$ cat src/rtl/sdram_port_bridge_if.sv
`default_nettype none
// ============================================================================
// Module   : sdram_port_bridge_if
// Brief    : Bus-agent and controller-port signal bundle for sdram_port_bridge.
// Revision : 1.0 - initial release
// ============================================================================
interface sdram_port_bridge_if #(
    parameter int ADDR_WIDTH   = 25,
    parameter int DATA_WIDTH   = 16,
    parameter int DQM_WIDTH    = 2,
    parameter int OUTPUT_WIDTH = 16
);
    logic                    wr_req;
    logic [ADDR_WIDTH-1:0]   wr_addr;
    logic [DATA_WIDTH-1:0]   wr_data;
    logic [DQM_WIDTH-1:0]    wr_be;
    logic                    wr_full;
    logic                    wr_overflow;
    logic                    rd_req;
    logic [ADDR_WIDTH-1:0]   rd_addr;
    logic                    rd_busy;
    logic                    rd_valid;
    logic [OUTPUT_WIDTH-1:0] rd_data;
    logic [ADDR_WIDTH-1:0]   port_addr;
    logic [DATA_WIDTH-1:0]   port_data;
    logic [DQM_WIDTH-1:0]    port_byte_en;
    logic                    port_wr;
    logic                    port_rd;
    logic                    port_available;
    logic                    port_ready;
    logic [OUTPUT_WIDTH-1:0] port_q;

    modport slave (
        input  wr_req, wr_addr, wr_data, wr_be, rd_req, rd_addr,
               port_available, port_ready, port_q,
        output wr_full, wr_overflow, rd_busy, rd_valid, rd_data,
               port_addr, port_data, port_byte_en, port_wr, port_rd
    );

    modport master (
        output wr_req, wr_addr, wr_data, wr_be, rd_req, rd_addr,
               port_available, port_ready, port_q,
        input  wr_full, wr_overflow, rd_busy, rd_valid, rd_data,
               port_addr, port_data, port_byte_en, port_wr, port_rd
    );
endinterface
`default_nettype wire

$ cat src/rtl/sdram_port_bridge.sv
`default_nettype none
// ============================================================================
// Module   : sdram_port_bridge
// Brief    : Posted-write FIFO plus single read slot serialised onto one
//            SDRAM controller port, preserving read-after-write order.
// Revision : 1.0 - initial release
// ============================================================================
module sdram_port_bridge #(
    parameter int ADDR_WIDTH   = 25,
    parameter int DATA_WIDTH   = 16,
    parameter int DQM_WIDTH    = 2,
    parameter int OUTPUT_WIDTH = 16,
    parameter int FIFO_DEPTH   = 8
) (
    input  logic                 clk,
    input  logic                 reset_n,
    sdram_port_bridge_if.slave   bus
);
    localparam int PTR_W = $clog2(FIFO_DEPTH);
    localparam int CNT_W = PTR_W + 1;
    localparam logic [CNT_W-1:0] C_DEPTH = CNT_W'(FIFO_DEPTH);

    typedef enum logic [1:0] {
        ST_IDLE    = 2'd0,
        ST_WAIT_WR = 2'd1,
        ST_WAIT_RD = 2'd2
    } state_t;

    state_t                  state_q, state_d;
    logic [PTR_W-1:0]        wr_ptr_q, wr_ptr_d, rd_ptr_q, rd_ptr_d;
    logic [CNT_W-1:0]        count_q, count_d, ahead_q, ahead_d;
    logic                    full_q, full_d, ovf_q, ovf_d;
    logic                    rd_busy_q, rd_busy_d, rd_valid_q, rd_valid_d;
    logic [ADDR_WIDTH-1:0]   rd_addr_q, rd_addr_d;
    logic [OUTPUT_WIDTH-1:0] rd_data_q, rd_data_d;
    logic [ADDR_WIDTH-1:0]   port_addr_q, port_addr_d;
    logic [DATA_WIDTH-1:0]   port_data_q, port_data_d;
    logic [DQM_WIDTH-1:0]    port_be_q, port_be_d;
    logic                    port_wr_q, port_wr_d, port_rd_q, port_rd_d;

    logic [ADDR_WIDTH-1:0]   mem_addr [FIFO_DEPTH];
    logic [DATA_WIDTH-1:0]   mem_data [FIFO_DEPTH];
    logic [DQM_WIDTH-1:0]    mem_be   [FIFO_DEPTH];

    logic                    push, pop, rd_acc, rd_pend;
    logic [CNT_W-1:0]        cnt_push, ahead_eff;
    logic [ADDR_WIDTH-1:0]   head_addr;
    logic [DATA_WIDTH-1:0]   head_data;
    logic [DQM_WIDTH-1:0]    head_be;

    always_ff @(posedge clk) begin
        if (push) begin
            mem_addr[wr_ptr_q] <= bus.wr_addr;
            mem_data[wr_ptr_q] <= bus.wr_data;
            mem_be[wr_ptr_q]   <= bus.wr_be;
        end
    end

    always_comb begin
        push      = bus.wr_req && !full_q;
        rd_acc    = bus.rd_req && !rd_busy_q;
        cnt_push  = count_q + CNT_W'(push);
        rd_pend   = rd_busy_q || rd_acc;
        ahead_eff = rd_acc ? cnt_push : ahead_q;
        // An empty FIFO forwards the incoming write so it can issue next cycle.
        if (count_q == '0) begin
            head_addr = bus.wr_addr;
            head_data = bus.wr_data;
            head_be   = bus.wr_be;
        end else begin
            head_addr = mem_addr[rd_ptr_q];
            head_data = mem_data[rd_ptr_q];
            head_be   = mem_be[rd_ptr_q];
        end
    end

    always_comb begin
        state_d     = state_q;
        pop         = 1'b0;
        port_wr_d   = 1'b0;
        port_rd_d   = 1'b0;
        rd_valid_d  = 1'b0;
        port_addr_d = port_addr_q;
        port_data_d = port_data_q;
        port_be_d   = port_be_q;
        rd_data_d   = rd_data_q;
        rd_addr_d   = rd_acc ? bus.rd_addr : rd_addr_q;
        rd_busy_d   = rd_busy_q || rd_acc;

        case (state_q)
            ST_IDLE: begin
                if (bus.port_available) begin
                    if (rd_pend && ahead_eff == '0) begin
                        port_rd_d   = 1'b1;
                        port_addr_d = rd_addr_d;
                        state_d     = ST_WAIT_RD;
                    end else if (cnt_push != '0) begin
                        pop         = 1'b1;
                        port_wr_d   = 1'b1;
                        port_addr_d = head_addr;
                        port_data_d = head_data;
                        port_be_d   = head_be;
                        state_d     = ST_WAIT_WR;
                    end
                end
            end
            ST_WAIT_WR: begin
                if (bus.port_ready) begin
                    state_d = ST_IDLE;
                end
            end
            ST_WAIT_RD: begin
                if (bus.port_ready) begin
                    rd_data_d  = bus.port_q;
                    rd_valid_d = 1'b1;
                    rd_busy_d  = 1'b0;
                    state_d    = ST_IDLE;
                end
            end
            default: state_d = ST_IDLE;
        endcase

        count_d  = cnt_push - CNT_W'(pop);
        full_d   = (count_d == C_DEPTH);
        wr_ptr_d = wr_ptr_q + PTR_W'(push);
        rd_ptr_d = rd_ptr_q + PTR_W'(pop);
        ovf_d    = ovf_q || (bus.wr_req && full_q);
        ahead_d  = (pop && ahead_eff != '0) ? ahead_eff - CNT_W'(1) : ahead_eff;
    end

    always_ff @(posedge clk) begin
        if (!reset_n) begin
            state_q     <= ST_IDLE;
            wr_ptr_q    <= '0;
            rd_ptr_q    <= '0;
            count_q     <= '0;
            ahead_q     <= '0;
            full_q      <= 1'b0;
            ovf_q       <= 1'b0;
            rd_busy_q   <= 1'b0;
            rd_valid_q  <= 1'b0;
            rd_addr_q   <= '0;
            rd_data_q   <= '0;
            port_addr_q <= '0;
            port_data_q <= '0;
            port_be_q   <= '0;
            port_wr_q   <= 1'b0;
            port_rd_q   <= 1'b0;
        end else begin
            state_q     <= state_d;
            wr_ptr_q    <= wr_ptr_d;
            rd_ptr_q    <= rd_ptr_d;
            count_q     <= count_d;
            ahead_q     <= ahead_d;
            full_q      <= full_d;
            ovf_q       <= ovf_d;
            rd_busy_q   <= rd_busy_d;
            rd_valid_q  <= rd_valid_d;
            rd_addr_q   <= rd_addr_d;
            rd_data_q   <= rd_data_d;
            port_addr_q <= port_addr_d;
            port_data_q <= port_data_d;
            port_be_q   <= port_be_d;
            port_wr_q   <= port_wr_d;
            port_rd_q   <= port_rd_d;
        end
    end

    assign bus.wr_full      = full_q;
    assign bus.wr_overflow  = ovf_q;
    assign bus.rd_busy      = rd_busy_q;
    assign bus.rd_valid     = rd_valid_q;
    assign bus.rd_data      = rd_data_q;
    assign bus.port_addr    = port_addr_q;
    assign bus.port_data    = port_data_q;
    assign bus.port_byte_en = port_be_q;
    assign bus.port_wr      = port_wr_q;
    assign bus.port_rd      = port_rd_q;
endmodule
`default_nettype wire
$ cat src/flat_wrapper.sv
// flat-port wrapper written by rule: the top's interface ports become plain ports
module sdram_port_bridge_flat 
#(
    parameter int ADDR_WIDTH   = 25,
    parameter int DATA_WIDTH   = 16,
    parameter int DQM_WIDTH    = 2,
    parameter int OUTPUT_WIDTH = 16,
    parameter int FIFO_DEPTH   = 8
)
  (clk, reset_n, bus_wr_req, bus_wr_addr, bus_wr_data, bus_wr_be, bus_rd_req, bus_rd_addr, bus_port_available, bus_port_ready, bus_port_q, bus_wr_full, bus_wr_overflow, bus_rd_busy, bus_rd_valid, bus_rd_data, bus_port_addr, bus_port_data, bus_port_byte_en, bus_port_wr, bus_port_rd);
  sdram_port_bridge_if #(.ADDR_WIDTH(ADDR_WIDTH), .DATA_WIDTH(DATA_WIDTH), .DQM_WIDTH(DQM_WIDTH), .OUTPUT_WIDTH(OUTPUT_WIDTH)) bus_i ();
  input  logic clk;
  input  logic reset_n;
  input wire logic [$bits(bus_i.wr_req)-1:0] bus_wr_req;
  input wire logic [$bits(bus_i.wr_addr)-1:0] bus_wr_addr;
  input wire logic [$bits(bus_i.wr_data)-1:0] bus_wr_data;
  input wire logic [$bits(bus_i.wr_be)-1:0] bus_wr_be;
  input wire logic [$bits(bus_i.rd_req)-1:0] bus_rd_req;
  input wire logic [$bits(bus_i.rd_addr)-1:0] bus_rd_addr;
  input wire logic [$bits(bus_i.port_available)-1:0] bus_port_available;
  input wire logic [$bits(bus_i.port_ready)-1:0] bus_port_ready;
  input wire logic [$bits(bus_i.port_q)-1:0] bus_port_q;
  output wire logic [$bits(bus_i.wr_full)-1:0] bus_wr_full;
  output wire logic [$bits(bus_i.wr_overflow)-1:0] bus_wr_overflow;
  output wire logic [$bits(bus_i.rd_busy)-1:0] bus_rd_busy;
  output wire logic [$bits(bus_i.rd_valid)-1:0] bus_rd_valid;
  output wire logic [$bits(bus_i.rd_data)-1:0] bus_rd_data;
  output wire logic [$bits(bus_i.port_addr)-1:0] bus_port_addr;
  output wire logic [$bits(bus_i.port_data)-1:0] bus_port_data;
  output wire logic [$bits(bus_i.port_byte_en)-1:0] bus_port_byte_en;
  output wire logic [$bits(bus_i.port_wr)-1:0] bus_port_wr;
  output wire logic [$bits(bus_i.port_rd)-1:0] bus_port_rd;
  assign bus_i.wr_req = bus_wr_req;
  assign bus_i.wr_addr = bus_wr_addr;
  assign bus_i.wr_data = bus_wr_data;
  assign bus_i.wr_be = bus_wr_be;
  assign bus_i.rd_req = bus_rd_req;
  assign bus_i.rd_addr = bus_rd_addr;
  assign bus_i.port_available = bus_port_available;
  assign bus_i.port_ready = bus_port_ready;
  assign bus_i.port_q = bus_port_q;
  assign bus_wr_full = bus_i.wr_full;
  assign bus_wr_overflow = bus_i.wr_overflow;
  assign bus_rd_busy = bus_i.rd_busy;
  assign bus_rd_valid = bus_i.rd_valid;
  assign bus_rd_data = bus_i.rd_data;
  assign bus_port_addr = bus_i.port_addr;
  assign bus_port_data = bus_i.port_data;
  assign bus_port_byte_en = bus_i.port_byte_en;
  assign bus_port_wr = bus_i.port_wr;
  assign bus_port_rd = bus_i.port_rd;
  sdram_port_bridge #(.ADDR_WIDTH(ADDR_WIDTH), .DATA_WIDTH(DATA_WIDTH), .DQM_WIDTH(DQM_WIDTH), .OUTPUT_WIDTH(OUTPUT_WIDTH), .FIFO_DEPTH(FIFO_DEPTH)) u_core (.clk(clk), .reset_n(reset_n), .bus(bus_i));
endmodule
$ cat config.mk
export PLATFORM = sky130hd
export DESIGN_NAME = sdram_port_bridge_flat
export DESIGN_NICKNAME = d
export VERILOG_FILES = /design/src/rtl/sdram_port_bridge_if.sv /design/src/rtl/sdram_port_bridge.sv /design/src/flat_wrapper.sv
export SDC_FILE = /design/constraint.sdc
export NUM_CORES = 1
export LEC_CHECK = 0
export CAP_MARGIN = 20
export CELL_PAD_IN_SITES_DETAIL_PLACEMENT = 0
export CELL_PAD_IN_SITES_GLOBAL_PLACEMENT = 1
export CORE_ASPECT_RATIO = 0.5
export CORE_UTILIZATION = 50
export CTS_CLUSTER_DIAMETER = 150
export DETAILED_ROUTE_END_ITERATION = 7
export GPL_ROUTABILITY_DRIVEN = 1
export GPL_TIMING_DRIVEN = 0
export PLACE_DENSITY = 0.92
export SLEW_MARGIN = 40
export SYNTH_ARGS = -nofsm -noshare
export SYNTH_HDL_FRONTEND = slang
export SYNTH_SLANG_ARGS = --single-unit
$ cat constraint.sdc
create_clock -name clk -period 12.9 [get_ports clk]
set_input_delay 3.225 -clock clk [delete_from_list [all_inputs] [get_ports clk]]
set_output_delay 3.225 -clock clk [all_outputs]
set_load 0.01 [all_outputs]
### Yosys cells after proc, flatten, opt, wreduce, memory -nomap -nowiden

Memory sizes are Yosys's and may differ from the RTL's. A register that Yosys moved wholly into a read port is not among the register bits.
Cells that the tools add are included.

| word-level totals | value |
|---|---|
| register bits after elaboration | 106 |
| RAM bits | 344 |
| input port bits | 90 |
| output and inout bits | 65 |
| word-level logic and storage cells | 79 |
| memories kept | 3 |

Memory list:

| memory | words | bits a word | read ports | clocked after memory_dff | wr ports | RTL line | RTL |
|---|---|---|---|---|---|---|---|
| u_core.mem_addr | 8 | 25 | 1 | 1 | 1 | sdram_port_bridge.sv:41 | `logic [ADDR_WIDTH-1:0] mem_addr [FIFO_DEPTH];` |
| u_core.mem_data | 8 | 16 | 1 | 1 | 1 | sdram_port_bridge.sv:42 | `logic [DATA_WIDTH-1:0] mem_data [FIFO_DEPTH];` |
| u_core.mem_be | 8 | 2 | 1 | 1 | 1 | sdram_port_bridge.sv:43 | `logic [DQM_WIDTH-1:0] mem_be [FIFO_DEPTH];` |

| operators by class | value |
|---|---|
| add/sub/neg operators | 5 |
| equal/unequal tests | 6 |
| muxes and demuxes | 26 |
| bitwise gates (word level) | 1 |
| reduce and logical (&&, ||, !) cells | 22 |

Operators by type and width:

| kind | count |
|---|---|
| 25-bit two-way mux | 4 |
| 16-bit two-way mux | 1 |
| 1-bit two-way mux | 10 |
| 2-bit two-way mux | 5 |
| 3-bit two-way mux | 3 |
| 3-bit AND reduction | 3 |
| 4-bit zero test | 2 |
| 4-bit two-way mux | 2 |
| 4-bit nonzero test | 2 |
| 3-bit by 1-bit adder with 3-bit output | 2 |
| 1-bit logical AND | 5 |
| 4-bit by 1-bit adder with 4-bit output | 1 |
| 4-bit == test (second input constant) | 1 |
| 2-bit case mux with 2 select lines | 1 |
| 2-bit AND reduction | 2 |
| 4-bit AND reduction | 1 |
| 4-bit by 1-bit subtractor with 4-bit output | 1 |
| 4-bit by 1-bit subtractor with 4-bit output (second input constant) | 1 |
| 3-bit by 1-bit inequality test with 1-bit output (second input constant) | 1 |
| 2-bit by 1-bit == test with 1-bit output (second input constant) | 1 |
| 2-bit == test (second input constant) | 1 |
| 1-bit zero test | 2 |
| 2-bit zero test | 1 |
| 1-bit logical OR | 2 |
| other kinds (5) | 5 |

### Longest topological paths before layout

Gate-level depths: netlist (run 1).

| depth | value |
|---|---|
| word-level depth | 11 |
| mapped depth | 16 |
| gate-level depth less buffers | 15 |

### Worst setup path before layout (run 1)

No wires, ideal clock.

| path | value |
|---|---|
| path kind | input port to flip-flop |
| from | in bus_wr_req |
| to | mem u_core.mem_addr[0][0], enable pin |
| arrival time | 6533 ps |
| data required time | 12403 ps |
| setup slack | 5870 ps |
| stages on the path | 3 |
| buffers on the path | 0 |
| path through | nor2b_1 -> nand2b_1 -> nor3_1 |

| on the way | value |
|---|---|
| word-level cells in the longest chain between the ends | 3 |

RTL lines:

| element | RTL line | RTL |
|---|---|---|
| start: declaration | flat_wrapper.sv:14 | `input wire logic [$bits(bus_i.wr_req)-1:0] bus_wr_req;` |
| 1-bit logical AND | sdram_port_bridge.sv:60 | `push = bus.wr_req && !full_q;` |
| 1-bit two-way mux | sdram_port_bridge.sv:52 | `if (push) begin` |
| 1-bit two-way mux (not written as such) | sdram_port_bridge.sv:53 | `mem_addr[wr_ptr_q] <= bus.wr_addr;` |
| end: declaration | sdram_port_bridge.sv:41 |  |

No other way between the ends.

### Worst setup path in the final report (run 1)

| path | value |
|---|---|
| from | in bus_wr_req |
| to | reg u_core.port_addr_q[8] (netlist: u_core.bus.port_addr[8]) |

| on the way | value |
|---|---|
| word-level cells in the longest chain between the ends | 7 |

RTL lines:

| element | RTL line | RTL |
|---|---|---|
| 1-bit logical AND (*) | sdram_port_bridge.sv:60 |  |
| 4-bit by 1-bit adder with 4-bit output (*) | sdram_port_bridge.sv:62 | `cnt_push = count_q + CNT_W'(push);` |
| 4-bit two-way mux | sdram_port_bridge.sv:64 | `ahead_eff = rd_acc ? cnt_push : ahead_q;` |
| 4-bit zero test | sdram_port_bridge.sv:93 | `if (rd_pend && ahead_eff == '0) begin` |
| 1-bit logical AND | sdram_port_bridge.sv:93 |  |
| 2-bit nonzero test (no source line) | - |  |
| 3-bit AND reduction (no source line) | - |  |
| end signal: assignment | sdram_port_bridge.sv:161 | `port_addr_q <= port_addr_d;` |
| end: declaration | sdram_port_bridge.sv:36 | `logic [ADDR_WIDTH-1:0] port_addr_q, port_addr_d;` |

Mark *: on every way between the ends. The rest lies on a longest branch, timed or not.
A chain may end at the register's enable or synchronous reset.

==> flow_summary.ini, run 1 <==
[synthesis]
ys_seq_area_share_pct = 70.6
ys_ff_latch = 450
synth.top_cell.area_share_pct = 58.5
yosys.area.top_type = edfxtp_1
synth_area_leaders = edfxtp_1 (59%), dfxtp_1 (12%), mux2i_1 (7.4%)
postSynthCellCount = 1070
synth-edff-count = 344
netlist_area_um2 = 17600
yosys_warnings = 0
syn_avg_cell_area_um2 = 16.5
synth_ff_type = edfxtp_1
async_flop_share_pct = 0
yosysUniqueCellTypes = 50
syn_nets = 1172

[critical_path]
crit_path_start_kind = primary input
cp_slowest_cell = a21oi_1
cp.arrival_ps = 7490
crit_chain = clkdlybuf4s50_1 -> nor2b_1 -> ha_1 -> ha_1 -> inv_1 -> nor2_1 -> a21oi_1 -> ha_1 -> nor2b_1 -> a22oi_4 -> a21oi_1 -> clkbuf_1 -> a211oi_1 -> o32ai_2
r2r_start = u_core.bus.rd_busy
cpMostUsedCell = ha_1
startpoint = bus_wr_req
cp.required_ps = 13360
critPathMaxFanout = 10
critPathKind = primary input to flop
cpPeakStageDelay_ps = 640
worstSetupEndpointType = flop

[timing]
fmax_ghz = 0.142
skew_ps = 22.5
worstMarginPinSlew_ps = 846
setup_violations = 0
layout_min_cycle_time_ps = 7040
hold_viol = 0
fin_crit_sh_pct = 54.6
tns_ps = 0
slew_headroom_pct = 43.4
rsz0062_at_grt = false
slew_viol_final = 0

[clocking]
cts-htree-levels = 2
cts_tree = yes
ctsResizeCount = 0
clockBufferDepth = 3
path_clk_slew_ps = 70
cts-buffers-inserted = 39
cts_root_buf = clkbuf_16
cts_hold_buf = 0
clock_sinks = 450
clk_latency_ps = 550
post_cts_buffers = 0

[worst_hold_path]
hp-start = u_core.bus.port_data[7]
hold_path.class = flop to flop

[drt]
vias_per_cell = 5.87
drtIter0Drc = 894
drt-total-wl_um = 42700
drtAntennaViolNets = 0
routedWlPerCell_um = 23.7
dr.pass1.iters = 5
vias = 10600
drc_errors = 0

[floorplanning]
die_x_um = 268
core_um2 = 34600
io_pins = 155
num_rows = 48
start_util_pct = 51.0
dieArea_um2 = 36100
fp.dieH_um = 135

[cells_and_area]
final_util_pct = 62.6
nNetsFinal = 1400
antenna_cells = 0
stdcell_count = 1804
final_common_cell = edfxtp_1
area_delta_synth_final_pct = 22.8
drive_gt1_share_pct = 14.9
fillers = 2415
layout_common_cells = edfxtp_1 (344), clkdlybuf4s50_1 (154), mux2i_1 (130), dfxtp_1 (106), nor2_1 (59)

[global_route]
overflow = 0
gr-usage-met1_pct = 31.9
grt_use_met2_pct = 40.3
track_usage_pct = 23.9
grt_use_met3_pct = 3.81
grt_first_pass_wirelength_um = 64400
antenna_found_initial = 0
grt.busiest_layer = met2
grt_max_degree = 17
grt_pass1_vias = 11000

[place]
dp_hpwl_um = 28600
io_buffers = 154
gp_congestion = 0.851
placedCellCount = 1731

[job]
max-cap-violations = 0

[status]
status = finished, final reports clean

[power_and_ir_drop]
vdd_drop_max_v = 0.000107
p_leak_nw = 7.19
power.density_nw_per_um2 = 200
cell usage after synthesis (6+ instances only):
master	instances
edfxtp_1	344
mux2i_1	130
dfxtp_1	106
nor2_1	65
mux4_2	48
a22oi_1	38
clkbuf_1	38
nand2_1	32
and2_1	27
a21oi_1	25
and3_1	20
buf_2	20
a211oi_1	19
o2bb2ai_1	18
a22o_1	16
nand2b_1	13
ha_1	12
o32ai_1	11
inv_1	9
o32ai_2	9
a31oi_1	7
o211ai_1	7
nand3_1	6
nor2b_1	6
o31ai_1	6
through the flow:
stage	setup WS, ps	cell area, µm²	power [mW]	hold slack (ps)
6_report	5860	21700	4.34	468
5_1_grt	5720	21700	4.49	493
4_1_cts	6020	21700	4.34	471
3_5_place_dp	5450	20300	3.11	448
3_3_place_gp	2310	19800	3.05	451
2_1_floorplan	5870	17600	2.57	452
critical path, delay by kind of cell:
| kind | cells | cell delay, ps |
|---|---|---|
| buf+inv | 3 | 1220 |
| compound gates | 5 | 1630 |
| simple gates | 3 | 630 |
| fa+ha+maj | 3 | 790 |
flip-flops by register name, summed over array words and instances (netlist names), 3 cells and up:
name,cells
u_core.mem_addr,200
u_core.mem_data,128
u_core.bus.port_addr,25
u_core.rd_addr_q,25
u_core.bus.port_data,16
u_core.bus.rd_data,16
u_core.mem_be,16
u_core.ahead_q,4
u_core.count_q,4
u_core.rd_ptr_q,3
u_core.wr_ptr_q,3
path summary, 6_finish.rpt:
kind	depth (start not counted)	slack, ps	end
worst min-delay path	1	470	u_core.bus.port_data[7]
worst max register to register	12	8580	u_core.bus.port_addr[8]
worst min register to register	1	470	u_core.bus.port_data[7]
worst max-delay path	14	5860	u_core.bus.port_addr[8]
final cells by class:
type	count	area [µm²]	area share, %
Inverter	9	33.8	0.156
Tap cell	475	594	2.74
Clock buffer	53	1070	4.94
Clock inverter	19	267	1.23
Sequential cell	450	12500	57.5
Timing Repair Buffer	187	2020	9.33
Buffer	66	302	1.39
Multi-Input combinational cell	545	4930	22.7
power breakdown:
group          leakage [nW]  internal [mW]  total (mW)  switching (mW)
clock network         0.649          0.709        1.24           0.527
logic                  2.55          0.550        1.32           0.767
registers              3.99           1.71        1.78          0.0757
layer usage:
layer / up-vias / routed length [µm]
met5: - / 0
li1: 4660 / -
met2: 398 / 21400
met3: 72 / 2460
met4: 0 / 1060
met1: 5453 / 17800
logic make-up after synthesis:
logic type	share of synthesized area (%)
flops	70.6
simple gates	5.09
mux	13.6
compound gates	7.71
buf+inv	1.89
fa+ha+maj	0.851
xor+xnor	0.340
No activity file was read; power rests on OpenSTA's default activity.
==> run 2, diff against run 1 <==
--- a/config.mk
+++ b/config.mk
@@ -9,12 +9,12 @@
 export CELL_PAD_IN_SITES_DETAIL_PLACEMENT = 0
 export CELL_PAD_IN_SITES_GLOBAL_PLACEMENT = 1
 export CORE_ASPECT_RATIO = 0.5
-export CORE_UTILIZATION = 50
+export CORE_UTILIZATION = 44
 export CTS_CLUSTER_DIAMETER = 150
 export DETAILED_ROUTE_END_ITERATION = 7
 export GPL_ROUTABILITY_DRIVEN = 1
 export GPL_TIMING_DRIVEN = 0
-export PLACE_DENSITY = 0.92
+export PLACE_DENSITY = 0.86
 export SLEW_MARGIN = 40
 export SYNTH_ARGS = -nofsm -noshare
 export SYNTH_HDL_FRONTEND = slang
==> constraint.sdc (replaced) <==
create_clock -name clk -period 5.7 [get_ports clk]
set_input_delay 1.425 -clock clk [delete_from_list [all_inputs] [get_ports clk]]
set_output_delay 1.425 -clock clk [all_outputs]
set_load 0.01 [all_outputs]
==> flow_summary.ini, run 2 (synthesis results as in run 1) <==
[critical_path]
cp_slowest_cell = a21oi_2
reg2reg_slack_ps = 1620
critPathKind = primary input to flop
crit_path_start_kind = primary input
cp.required_ps = 6150
cp-endpoint = u_core.bus.port_data[8]
worstSetupEndpointType = flop
rr_worst_depth = 13
critPathMaxFanout = 10
cpPeakStageDelay_ps = 640
r2r_start = u_core.bus.rd_busy
r2r-end = u_core.bus.port_data[8]
crit_chain = clkdlybuf4s50_1 -> nor2b_1 -> ha_1 -> ha_1 -> inv_1 -> nor2_1 -> a21oi_1 -> ha_1 -> nor2b_1 -> a22oi_4 -> a21o_1 -> buf_2 -> a21oi_2 -> clkbuf_1 -> o2bb2ai_1
cpMostUsedCell = ha_1
cp.arrival_ps = 5440
startpoint = bus_wr_req

[cells_and_area]
top_regs = u_core.mem_addr x200, u_core.mem_data x128
top_register = u_core.mem_addr
final_util_pct = 55.7
nNetsFinal = 1404
stdcell_count = 1865
largest_reg_flops = 200
drive_gt1_share_pct = 15.0
layout_common_cells = edfxtp_1 (344), clkdlybuf4s50_1 (154), mux2i_1 (130), dfxtp_1 (106), nor2_1 (58)
final_common_cell = edfxtp_1
final_cell_area_um2 = 21800
area_delta_synth_final_pct = 23.6

[clocking]
clockBufferDepth = 3
cts-htree-levels = 2
cts-buffers-inserted = 41
cts_root_buf = clkbuf_16
clk_latency_ps = 560
ctsResizeCount = 0
path_clk_slew_ps = 60
post_cts_buffers = 0
cts_tree = yes
cts_hold_buf = 0
clock_sinks = 450

[timing]
worstMarginPinSlew_ps = 808
skew_ps = 27.3
fmax_ghz = 0.200
rsz0062_at_grt = false
worst_slack_ps = 711
slew_viol_final = 0
layout_min_cycle_time_ps = 4990
fin_crit_sh_pct = 87.5
hold_viol = 0
slew_headroom_pct = 46.2
setup_violations = 0

[place]
place_ws_ps = 189
dp_hpwl_um = 29700
placed_area_um2 = 20400
gp_congestion = 0.857
placedCellCount = 1788
io_buffers = 154

[drt]
drtIter0Drc = 896
dr.pass1.iters = 8
routedWlPerCell_um = 23.4
vias_per_cell = 5.66
drt-total-wl_um = 43700
drtAntennaViolNets = 0
vias = 10600
drc_errors = 0

[global_route]
track_usage_pct = 21.3
grt_max_degree = 17
antenna_found_initial = 1
overflow = 0
grt_first_pass_wirelength_um = 64700
grt_pass1_vias = 10800

[worst_hold_path]
hold_path.class = flop to flop
worstHoldPathCells = 1

[power_and_ir_drop]
total_power_mw = 9.88
p_leak_nw = 7.24
power.density_nw_per_um2 = 453
vdd_drop_max_v = 0.000221

[job]
max-cap-violations = 0

[floorplanning]
io_pins = 155
die_x_um = 285
start_util_pct = 45.0
dieArea_um2 = 41000
num_rows = 51
core_um2 = 39200
fp.dieH_um = 144

[status]
status = finished, final reports clean
-- run 2: cell types whose count changed in the layout (fill, tap and decap cells not counted), moves of 2 or more --
cell / change
clkbuf_2: -2
buf_2: +8
buf_4: -9
buf_16: -2
clkinvlp_4: -3
clkinv_1: +8
clkbuf_1: -3
clkbuf_16: +3
buf_8: +4
inv_6: -4
-- run 2: final cells by class --
type                            instances  area (µm²)
Multi-Input combinational cell        545        4930
Buffer                                 66         300
Sequential cell                       450       12500
Clock buffer                           51        1120
Timing Repair Buffer                  189        2010
Clock inverter                         24         299
Inverter                                9        33.8
Fill cell                            3032       17400
Antenna cell                            1        2.50
Tap cell                              530         663
-- run 2: per-layer routing --
metal / track usage [%] / share of wire, %
met1: 26.5 / 41
met2: 38.3 / 51
met3: 3.14 / 5.5
met4: 7.26 / 2.6
met5: 0 / 0
-- run 2: per-stage QoR --
| stage | TNS (ps) | hold slack, ps |
|---|---|---|
| floorplan | 0 | 452 |
| global placement | -543080 | 448 |
| detailed placement | 0 | 453 |
| CTS | 0 | 475 |
| global route | 0 | 489 |
| finish | 0 | 467 |
-- run 2: worst min path at each step --
| stage | startpoint | to | slack (ps) |
|---|---|---|---|
| 3_3_place_gp | u_core.bus.port_data[0] | u_core.bus.port_data[0] | 450 |
| 5_1_grt | u_core.bus.port_data[10] | u_core.bus.port_data[10] | 490 |
| 6_report | u_core.bus.port_data[0] | u_core.bus.port_data[0] | 470 |
| 2_1_floorplan | u_core.rd_addr_q[18] | u_core.rd_addr_q[18] | 450 |
| 3_5_place_dp | u_core.bus.port_data[3] | u_core.bus.port_data[3] | 450 |
| 4_1_cts | u_core.bus.port_data[0] | u_core.bus.port_data[0] | 470 |
-- run 2: power by group --
group	total, mW	internal (mW)	switching (mW)
clock network	2.90	1.72	1.18
logic	2.95	1.24	1.71
registers	4.03	3.86	0.165
total	9.88	6.83	3.05
-- run 2: critical path: cells and delay by family --
| family | cells | cell delay [ps] |
|---|---|---|
| fa+ha+maj | 3 | 780 |
| compound gates | 5 | 1400 |
| simple gates | 3 | 670 |
| buf+inv | 4 | 1160 |
